--- src/rtl/bcrypt_sequencer.sv ---
// Master sequencer for the bcrypt datapath: EksBlowfishSetup expands, 64x ciphertext encryption, UART handoff.
// Optional abort input enabled by defining BCRYPT_SEQ_ABORT_EN.
module bcrypt_sequencer #(
    parameter int unsigned ROUNDS    = 16,
    parameter int unsigned ROUND_CYC = 2,
    parameter int unsigned P_BLOCKS  = 9,
    parameter int unsigned S_BLOCKS  = 512,
    parameter int unsigned CT_REPS   = 64
) (
    input  logic       clk_0,
    input  logic       reset_l,
    input  logic       start,
`ifdef BCRYPT_SEQ_ABORT_EN
    input  logic       abort,
`endif
    input  logic [4:0] cost,
    output logic       busy,
    output logic       done,
    output logic       cost_err,
    output logic       p_xor_en,
    output logic       salt_key_sel,
    output logic       salt_xor_en,
    output logic       salt_half,
    output logic       round_en,
    output logic [8:0] psel,
    output logic [3:0] sram_we,
    output logic [6:0] sram_waddr,
    output logic       ct_load,
    output logic       ct_shift,
    output logic       tx_valid,
    input  logic       tx_ready,
    output logic [2:0] tx_word_sel
);

    localparam int unsigned NBLK  = P_BLOCKS + S_BLOCKS;
    localparam int unsigned BLK_W = $clog2(NBLK + 1);
    localparam int unsigned SUB_W = $clog2(ROUND_CYC + 1);
    localparam int unsigned RND_W = $clog2(ROUNDS + 1);
    localparam int unsigned REP_W = $clog2(CT_REPS + 1);
    localparam int unsigned SQ    = S_BLOCKS / 4;

    localparam logic [BLK_W-1:0] BLK_LAST = BLK_W'(NBLK - 1);
    localparam logic [BLK_W-1:0] P_NUM    = BLK_W'(P_BLOCKS);
    localparam logic [BLK_W-1:0] SQ_B     = BLK_W'(SQ);
    localparam logic [SUB_W-1:0] SUB_LAST = SUB_W'(ROUND_CYC - 1);
    localparam logic [RND_W-1:0] RND_LAST = RND_W'(ROUNDS - 1);
    localparam logic [REP_W-1:0] REP_LAST = REP_W'(CT_REPS - 1);

    typedef enum logic [3:0] {
        S_IDLE, S_PXOR, S_BLK_PRE, S_ROUND, S_BLK_WB,
        S_CT_PRE, S_CT_ROUND, S_CT_WB, S_TX, S_DONE
    } state_t;

    typedef enum logic [1:0] {
        PH_EKS_SALT, PH_EXP_KEY, PH_EXP_SALT, PH_CTEXT
    } phase_t;

    state_t           state_q, state_d;
    phase_t           phase_q, phase_d;
    logic [31:0]      iter_q, iter_d;
    logic [4:0]       cost_q, cost_d;
    logic [BLK_W-1:0] blk_q, blk_d;
    logic [SUB_W-1:0] sub_q, sub_d;
    logic [RND_W-1:0] rnd_q, rnd_d;
    logic [REP_W-1:0] rep_q, rep_d;
    logic [1:0]       ctb_q, ctb_d;

    logic       busy_q, busy_d, done_q, done_d, cost_err_q, cost_err_d;
    logic       p_xor_en_q, p_xor_en_d, salt_key_sel_q, salt_key_sel_d;
    logic       salt_xor_en_q, salt_xor_en_d, salt_half_q, salt_half_d;
    logic       round_en_q, round_en_d, ct_load_q, ct_load_d, ct_shift_q, ct_shift_d;
    logic       tx_valid_q, tx_valid_d;
    logic [8:0] psel_q, psel_d;
    logic [3:0] sram_we_q, sram_we_d;
    logic [6:0] sram_waddr_q, sram_waddr_d;
    logic [2:0] tx_word_sel_q, tx_word_sel_d;

    logic [BLK_W-1:0] s_idx;
    logic [31:0]      iter_lim;
    logic             round_last;

    // Next state, counters and the outputs that belong to the next state.
    always_comb begin
        state_d  = state_q;
        phase_d  = phase_q;
        iter_d   = iter_q;
        cost_d   = cost_q;
        blk_d    = blk_q;
        sub_d    = sub_q;
        rnd_d    = rnd_q;
        rep_d    = rep_q;
        ctb_d    = ctb_q;
        done_d         = 1'b0;
        cost_err_d     = 1'b0;
        p_xor_en_d     = 1'b0;
        salt_key_sel_d = 1'b0;
        salt_xor_en_d  = 1'b0;
        salt_half_d    = 1'b0;
        round_en_d     = 1'b0;
        psel_d         = '0;
        sram_we_d      = '0;
        sram_waddr_d   = '0;
        ct_load_d      = 1'b0;
        ct_shift_d     = 1'b0;
        tx_valid_d     = 1'b0;
        tx_word_sel_d  = '0;
        s_idx      = blk_q - P_NUM;
        iter_lim   = (32'd1 << cost_q) - 32'd1;
        round_last = (sub_q == SUB_LAST) && (rnd_q == RND_LAST);

        case (state_q)
            S_IDLE: begin
                if (start) begin
                    if (cost >= 5'd4) begin
                        state_d    = S_PXOR;
                        phase_d    = PH_EKS_SALT;
                        iter_d     = '0;
                        cost_d     = cost;
                        p_xor_en_d = 1'b1;
                    end else begin
                        cost_err_d = 1'b1;
                    end
                end
            end
            S_PXOR: begin
                state_d       = S_BLK_PRE;
                blk_d         = '0;
                salt_xor_en_d = (phase_q == PH_EKS_SALT);
            end
            S_BLK_PRE, S_CT_PRE: begin
                state_d    = (state_q == S_BLK_PRE) ? S_ROUND : S_CT_ROUND;
                sub_d      = '0;
                rnd_d      = '0;
                round_en_d = (SUB_LAST == SUB_W'(0));
            end
            S_ROUND, S_CT_ROUND: begin
                if (round_last) begin
                    if (state_q == S_CT_ROUND) begin
                        state_d    = S_CT_WB;
                        ct_shift_d = 1'b1;
                    end else begin
                        state_d = S_BLK_WB;
                        if (blk_q < P_NUM) begin
                            psel_d = 9'(1) << blk_q;
                        end else begin
                            sram_we_d    = 4'(1) << (s_idx / SQ_B);
                            sram_waddr_d = 7'(s_idx % SQ_B);
                        end
                    end
                end else begin
                    if (sub_q == SUB_LAST) begin
                        sub_d = '0;
                        rnd_d = rnd_q + RND_W'(1);
                    end else begin
                        sub_d = sub_q + SUB_W'(1);
                    end
                    round_en_d = (sub_d == SUB_LAST);
                end
            end
            S_BLK_WB: begin
                if (blk_q != BLK_LAST) begin
                    state_d       = S_BLK_PRE;
                    blk_d         = blk_q + BLK_W'(1);
                    salt_xor_en_d = (phase_q == PH_EKS_SALT);
                    salt_half_d   = blk_d[0];
                end else begin
                    case (phase_q)
                        PH_EKS_SALT: begin
                            phase_d    = PH_EXP_KEY;
                            state_d    = S_PXOR;
                            p_xor_en_d = 1'b1;
                        end
                        PH_EXP_KEY: begin
                            phase_d        = PH_EXP_SALT;
                            state_d        = S_PXOR;
                            p_xor_en_d     = 1'b1;
                            salt_key_sel_d = 1'b1;
                        end
                        default: begin
                            if (iter_q == iter_lim) begin
                                phase_d   = PH_CTEXT;
                                state_d   = S_CT_PRE;
                                rep_d     = '0;
                                ctb_d     = '0;
                                ct_load_d = 1'b1;
                            end else begin
                                iter_d     = iter_q + 32'd1;
                                phase_d    = PH_EXP_KEY;
                                state_d    = S_PXOR;
                                p_xor_en_d = 1'b1;
                            end
                        end
                    endcase
                end
            end
            S_CT_WB: begin
                state_d   = S_CT_PRE;
                ct_load_d = 1'b1;
                if (ctb_q == 2'd2) begin
                    ctb_d = '0;
                    if (rep_q == REP_LAST) begin
                        state_d    = S_TX;
                        ct_load_d  = 1'b0;
                        tx_valid_d = 1'b1;
                    end else begin
                        rep_d = rep_q + REP_W'(1);
                    end
                end else begin
                    ctb_d = ctb_q + 2'd1;
                end
            end
            S_TX: begin
                // The word index holds until the UART takes it.
                if (tx_ready && (tx_word_sel_q == 3'd5)) begin
                    state_d = S_DONE;
                    done_d  = 1'b1;
                end else begin
                    tx_valid_d    = 1'b1;
                    tx_word_sel_d = tx_ready ? tx_word_sel_q + 3'd1 : tx_word_sel_q;
                end
            end
            S_DONE:  state_d = S_IDLE;
            default: state_d = S_IDLE;
        endcase

`ifdef BCRYPT_SEQ_ABORT_EN
        if (abort && (state_q != S_IDLE)) begin
            state_d        = S_IDLE;
            done_d         = 1'b0;
            p_xor_en_d     = 1'b0;
            salt_key_sel_d = 1'b0;
            salt_xor_en_d  = 1'b0;
            salt_half_d    = 1'b0;
            round_en_d     = 1'b0;
            psel_d         = '0;
            sram_we_d      = '0;
            sram_waddr_d   = '0;
            ct_load_d      = 1'b0;
            ct_shift_d     = 1'b0;
            tx_valid_d     = 1'b0;
            tx_word_sel_d  = '0;
        end
`endif

        busy_d = (state_d != S_IDLE) && (state_d != S_DONE);
    end

    always_ff @(posedge clk_0 or negedge reset_l) begin
        if (!reset_l) begin
            state_q        <= S_IDLE;
            phase_q        <= PH_EKS_SALT;
            iter_q         <= '0;
            cost_q         <= '0;
            blk_q          <= '0;
            sub_q          <= '0;
            rnd_q          <= '0;
            rep_q          <= '0;
            ctb_q          <= '0;
            busy_q         <= 1'b0;
            done_q         <= 1'b0;
            cost_err_q     <= 1'b0;
            p_xor_en_q     <= 1'b0;
            salt_key_sel_q <= 1'b0;
            salt_xor_en_q  <= 1'b0;
            salt_half_q    <= 1'b0;
            round_en_q     <= 1'b0;
            psel_q         <= '0;
            sram_we_q      <= '0;
            sram_waddr_q   <= '0;
            ct_load_q      <= 1'b0;
            ct_shift_q     <= 1'b0;
            tx_valid_q     <= 1'b0;
            tx_word_sel_q  <= '0;
        end else begin
            state_q        <= state_d;
            phase_q        <= phase_d;
            iter_q         <= iter_d;
            cost_q         <= cost_d;
            blk_q          <= blk_d;
            sub_q          <= sub_d;
            rnd_q          <= rnd_d;
            rep_q          <= rep_d;
            ctb_q          <= ctb_d;
            busy_q         <= busy_d;
            done_q         <= done_d;
            cost_err_q     <= cost_err_d;
            p_xor_en_q     <= p_xor_en_d;
            salt_key_sel_q <= salt_key_sel_d;
            salt_xor_en_q  <= salt_xor_en_d;
            salt_half_q    <= salt_half_d;
            round_en_q     <= round_en_d;
            psel_q         <= psel_d;
            sram_we_q      <= sram_we_d;
            sram_waddr_q   <= sram_waddr_d;
            ct_load_q      <= ct_load_d;
            ct_shift_q     <= ct_shift_d;
            tx_valid_q     <= tx_valid_d;
            tx_word_sel_q  <= tx_word_sel_d;
        end
    end

    assign busy         = busy_q;
    assign done         = done_q;
    assign cost_err     = cost_err_q;
    assign p_xor_en     = p_xor_en_q;
    assign salt_key_sel = salt_key_sel_q;
    assign salt_xor_en  = salt_xor_en_q;
    assign salt_half    = salt_half_q;
    assign round_en     = round_en_q;
    assign psel         = psel_q;
    assign sram_we      = sram_we_q;
    assign sram_waddr   = sram_waddr_q;
    assign ct_load      = ct_load_q;
    assign ct_shift     = ct_shift_q;
    assign tx_valid     = tx_valid_q;
    assign tx_word_sel  = tx_word_sel_q;

endmodule

--- config.mk ---
export PLATFORM = sky130hd
export DESIGN_NAME = bcrypt_sequencer
export DESIGN_NICKNAME = d
export VERILOG_FILES = /design/src/rtl/bcrypt_sequencer.sv
export SDC_FILE = /design/constraint.sdc
export NUM_CORES = 1
export LEC_CHECK = 0
export ABC_AREA = 1
export CAP_MARGIN = 20
export CORE_MARGIN = 5
export CORE_UTILIZATION = 53
export CTS_CLUSTER_DIAMETER = 100
export DETAILED_ROUTE_END_ITERATION = 7
export HOLD_SLACK_MARGIN = 0.02
export PLACE_DENSITY = 0.72
export SYNTH_ARGS = -nofsm -noshare
export SYNTH_HDL_FRONTEND = slang
export SYNTH_SLANG_ARGS = --single-unit
--- constraint.sdc ---
create_clock -name clk_0 -period 3.74 [get_ports clk_0]
set_input_delay 1.122 -clock clk_0 [delete_from_list [all_inputs] [get_ports clk_0]]
set_output_delay 1.122 -clock clk_0 [all_outputs]
set_load 0.1 [all_outputs]
Word-level counts from Yosys, hierarchy flattened:

Cells that the tools add are included.

* muxes and demuxes: 93
* add/subtract/negate cells: 9
* $lt $le $gt $ge: 2
* shift operators: 3
* reduce and logical (&&, ||, !) cells: 21
* eq/ne operators: 30

Operators by type and width (number)
* $mux 32: 5
* $pmux 32 s2: 1
* $mux 7: 9
* $mux 4: 10
* $mux 9: 4
* $add 32x1->32 const B: 1
* $eq 32x32->1: 1
* $shl 1x5->32 const A: 1
* $sub 32x1->32 const B: 1
* $mux 1: 29
* $pmux 4 s7: 1
* $mux 2: 13
* $ne 2x2->1 const B: 11
* $mux 3: 7
* $pmux 10 s2: 1
* $eq 4x3->1 const B: 4
* $pmux 2 s2: 4
* $pmux 7 s2: 1
* $reduce_and 6->1: 2
* $add 10x1->10 const B: 1
* $lt 10x4->1 const B: 1
* $mux 10: 1
* $mux 5: 2
* $ne 10x10->1 const B: 1
* other kinds (29): 46

* bits of input ports: 9
* bits in registers: 103

Logic depth before layout (Yosys ltp):

* depth in word-level cells: 9
* gate-level depth with buffers: 22

Least setup slack after synthesis:

No wires, ideal clock.

* kind: reg-to-reg
* start: register cost_q[2]
* end: register iter_q[10]
* path buffers: 3
* slack: 1.114 ns
* period minus slack after synthesis: 2.626 ns
* data required time: 3.623 ns
* library setup time: 0.117 ns
* stages on the path, launching flop included: 17
* arrival time: 2.510 ns
* path through: dfrtp_1 -> buf_4 -> buf_2 -> nor3_1 -> nand3_1 -> ha_1 -> xnor2_1 -> xor2_1 -> nor2_1 -> nand2_1 -> nor2_1 -> nand4_1 -> nor2_2 -> nand4_4 -> buf_2 -> nand3_1 -> nand2_1

* longest elaborated chain between the ends: 5

Ends and longest elaborated chain
* start, declared: RTL line 61 `logic [4:0] cost_q, cost_d;`
* start signal, assigned: RTL line 278 `cost_q <= cost_d;`
* $shl 1x5->32: RTL line 108 `iter_lim = (32'd1 << cost_q) - 32'd1;`
* $sub 32x1->32: RTL line 108
* $eq 32x32->1: RTL line 180 `if (iter_q == iter_lim) begin`
* $ne 2x2->1 (no line)
* $reduce_and 6->1 (no line)
* end signal, assigned: RTL line 277 `iter_q <= iter_d;`
* end, declared: RTL line 60 `logic [31:0] iter_q, iter_d;`

Every way passes these cells.
A chain may end at the register's enable or synchronous reset.

Worst setup path in the final report:

* start: register cost_q[0]
* end: register rep_q[5]

* longest elaborated chain between the ends: 5

Ends and longest elaborated chain
* $shl 1x5->32: RTL line 108
* $sub 32x1->32: RTL line 108
* $eq 32x32->1: RTL line 180
* $ne 2x2->1 (no line)
* $reduce_and 6->1 (no line)
* end signal, assigned: RTL line 282 `rep_q <= rep_d;`
* end, declared: RTL line 65 `logic [REP_W-1:0] rep_q, rep_d;`

Every way passes these cells.

==> metrics.txt <==
Buf/Inv on CP=1; DP Wirelength=15.6 mm; Final Max Slew Viols=0; Max H-tree Level=3; boundary pin count=43; most frequent CP cell=nand2_1; adder-cell share of the synthesized area=1.52%; full die area=16400 sq um; Max-Slew Margin vs Limit=39.4%; Arr. time, crit path=3.54 ns; All-Layer GR Usage=25.3%; Avg Cell Area, Syn=6.71 sq um; clock tree root driver cell=clkbuf_16; status=finished, final reports clean; Antenna Nets Post-Route=0; largest net degree at the start of global routing=73; hold_ws=0.472 ns; layout cells sized above 1=8.80%; Synth cell types=46; Critical Path Sink Type=register; crit path cell chain=nor2_2, nand4_1, ha_1, nand3_2, inv_2, nand3_2, xor2_1, nand2_1, nor2_1, nand2_1, nor2_1, nand3_1, nand2_1, nand2_1, nand2_1, o21ai_1; vias in the first global route=6803; MaxCap Viol Count=0; Crit path max-delay family=simple AND/OR/NAND/NOR gates; Reg area=2580 sq um; minimum clock period=3.30 ns; Fin Setup TNS=0 ns; DIE WIDTH=128 um; RSZ-0062 raised after global routing=no; Core Footprint=13800 sq um; final setup vio count=0; DRC=0; EDFF count, synth=0; Worst Tran Pin Value=0.909 ns; detailed-route via count=7213; f_max=303 MHz; Data required, critical path=3.97 ns; Power Density=253 nW/um^2; antenna violations before repair=0; Final Cycle Share=88.4%; DRT Pass-1 Iters=5; Fillers=1345; port buffer count=42; final worst slack=0.435 ns; Fin. Hold Viols=0; CTS resizes=0; Worst path max stage delay=0.46 ns; area delta synth->final=11.3%; Crit Path Max Fanout=14; LEAKAGE=4.22 nW; Rows=43; peak supply drop=0.229 mV; Synth Cell Area=7400 sq um; clock skew=0.0108 ns; startpoint class of the critical path=register; DR vias/cell=5.43; predominant post-synthesis flop cell=dfrtp_1; hold_buf cts=0; clock slew at reported path FFs=0.08 ns; placer congestion estimate=1.03; Yosys Warn Count=0; Synth Net Count=1121; initial core utilization=53.7%; HP Class=register to register; die height=128 um; clk sinks=103; first-pass GRT wire length=33.7 mm; WL final=19.9 mm; CTS buffer count=9; Critical Setup Path Class=register to register; pre-CTS setup slack=0.497 ns; Worst-Skew Late Latency=0.36 ns; sequential area share after synthesis=34.8%; footprint of the multi-input gates=4210 sq um; post-synthesis simple-gate area fraction=42.3%; Slowest cell on crit path=dfrtp_1; Syn Inst Count=1103; mux cell area share after synthesis=0%; flip-flop and latch count after synthesis=103; postcts setup bufs=0; CTS tree=yes; Async S/R FF share, synth=100%; Synth Area in XOR/XNOR=7.69%; Max clock buf depth=2; global route overflow=0; compound-cell area share of the yosys netlist=5.39%; Final nets=1161; # diodes=0; drt wl/cell=15.0 um; DRT iter0 DRCs=612; largest family of logic cells by synthesized area=simple AND/OR/NAND/NOR gates
routing by layer:
metal,GRT usage (%),vias up,wire length [um]
met5,0,-,0
met1,35.9,3323,9200
met3,5.08,34,1380
li1,-,3638,-
met2,39.4,218,8880
met4,6.99,0,429
area by class of cell:
class | count | area share (%)
Multi-Input combinational cell | 846 | 51.2
Clock inverter | 6 | 0.760
Sequential cell | 103 | 31.3
Clock buffer | 10 | 2.90
Inverter | 126 | 5.74
Tap cell | 180 | 2.73
Timing Repair Buffer | 57 | 5.41
cells in the final DEF (no fill, tap or decap), drive strengths merged, types with 6 or more instances in the layout:
| cell | count |
|---|---|
| nand4 | 52 |
| ha | 9 |
| nor3b | 7 |
| inv | 128 |
| nand3 | 91 |
| o21bai | 6 |
| nor2 | 182 |
| nor3 | 36 |
| buf | 50 |
| clkbuf | 10 |
| a21oi | 22 |
| or2 | 6 |
| xor2 | 60 |
| clkdlybuf4s50 | 7 |
| dfrtp | 103 |
| o21ai | 30 |
| nand2 | 308 |
| nor4 | 10 |
Yosys cell counts (all sizes together), types with 2 or more instances:
master    n  share of area [%]
nor3b     7               0.71
o21ai    30                2.0
a41oi     2               0.24
nor2    182                9.9
nor4     10               0.85
o21bai    6               0.61
a21oi    22                1.5
or2       6               0.51
xor2     60                7.1
nand3b    4               0.41
nand3    91                6.4
a21boi    2               0.20
dfrtp   103                 35
buf      15                1.2
and3      3               0.25
and2      2               0.17
inv     125                6.3
nand4    52                4.8
nand2   308                 16
nor3     36                2.4
clkbuf   13               0.66
ha        9                1.5
xnor2     5               0.59
metrics by stage:
| stage | area [sq um] | instances | util (%) | power [mW] |
|---|---|---|---|---|
| floorplan | 7400 | 1103 | - | 1.14 |
| global placement | 7940 | 1312 | 57.6 | 1.17 |
| detailed placement | 7940 | 1312 | 57.6 | 1.17 |
| CTS | 8240 | 1328 | 59.8 | 2.11 |
| global route | 8240 | 1328 | 59.8 | 2.16 |
| finish | 8240 | 1328 | 59.8 | 2.09 |
power breakdown:
part | internal [mW] | switching, mW
clock network | 0.487 | 0.455
registers | 1.11 | 0
logic | 0.00873 | 0.0238
flip-flops by register name, indices dropped and copies added, names as in the netlist, 2 cells and up:
register / flops
rep_q: 7
sram_we: 4
psel: 9
tx_word_sel: 3
ctb_q: 2
iter_q: 32
rnd_q: 5
state_q: 4
sram_waddr: 7
sub_q: 2
phase_q: 2
blk_q: 10
cost_q: 5
logic make-up after synthesis:
logic type               count (synthesis)
adder cells (fa/ha/maj)                  9
AO/OA/AOI/OAI                           70
buffers and inverters                  154
flip-flops                             103
XOR/XNOR                                65
AND/OR/NAND/NOR                        702
worst paths after layout:
check	start	to	slack [ns]	depth (start not counted)
worst max-delay path	cost_q[0]$_DFFE_PN0P_	rep_q[5]$_DFFE_PN0P_	0.44	16
worst min register to register	sub_q[1]$_DFFE_PN0P_	round_en$_DFF_PN0_	0.47	1
max in group asynchronous	reset_l	psel[2]$_DFF_PN0_	2.05	2
min in group asynchronous	reset_l	tx_word_sel[0]$_DFFE_PN0P_	0.88	1
worst min-delay path	sub_q[1]$_DFFE_PN0P_	round_en$_DFF_PN0_	0.47	1
worst max register to register	cost_q[0]$_DFFE_PN0P_	rep_q[5]$_DFFE_PN0P_	0.44	16
Power figures use the tool's default switching activity.
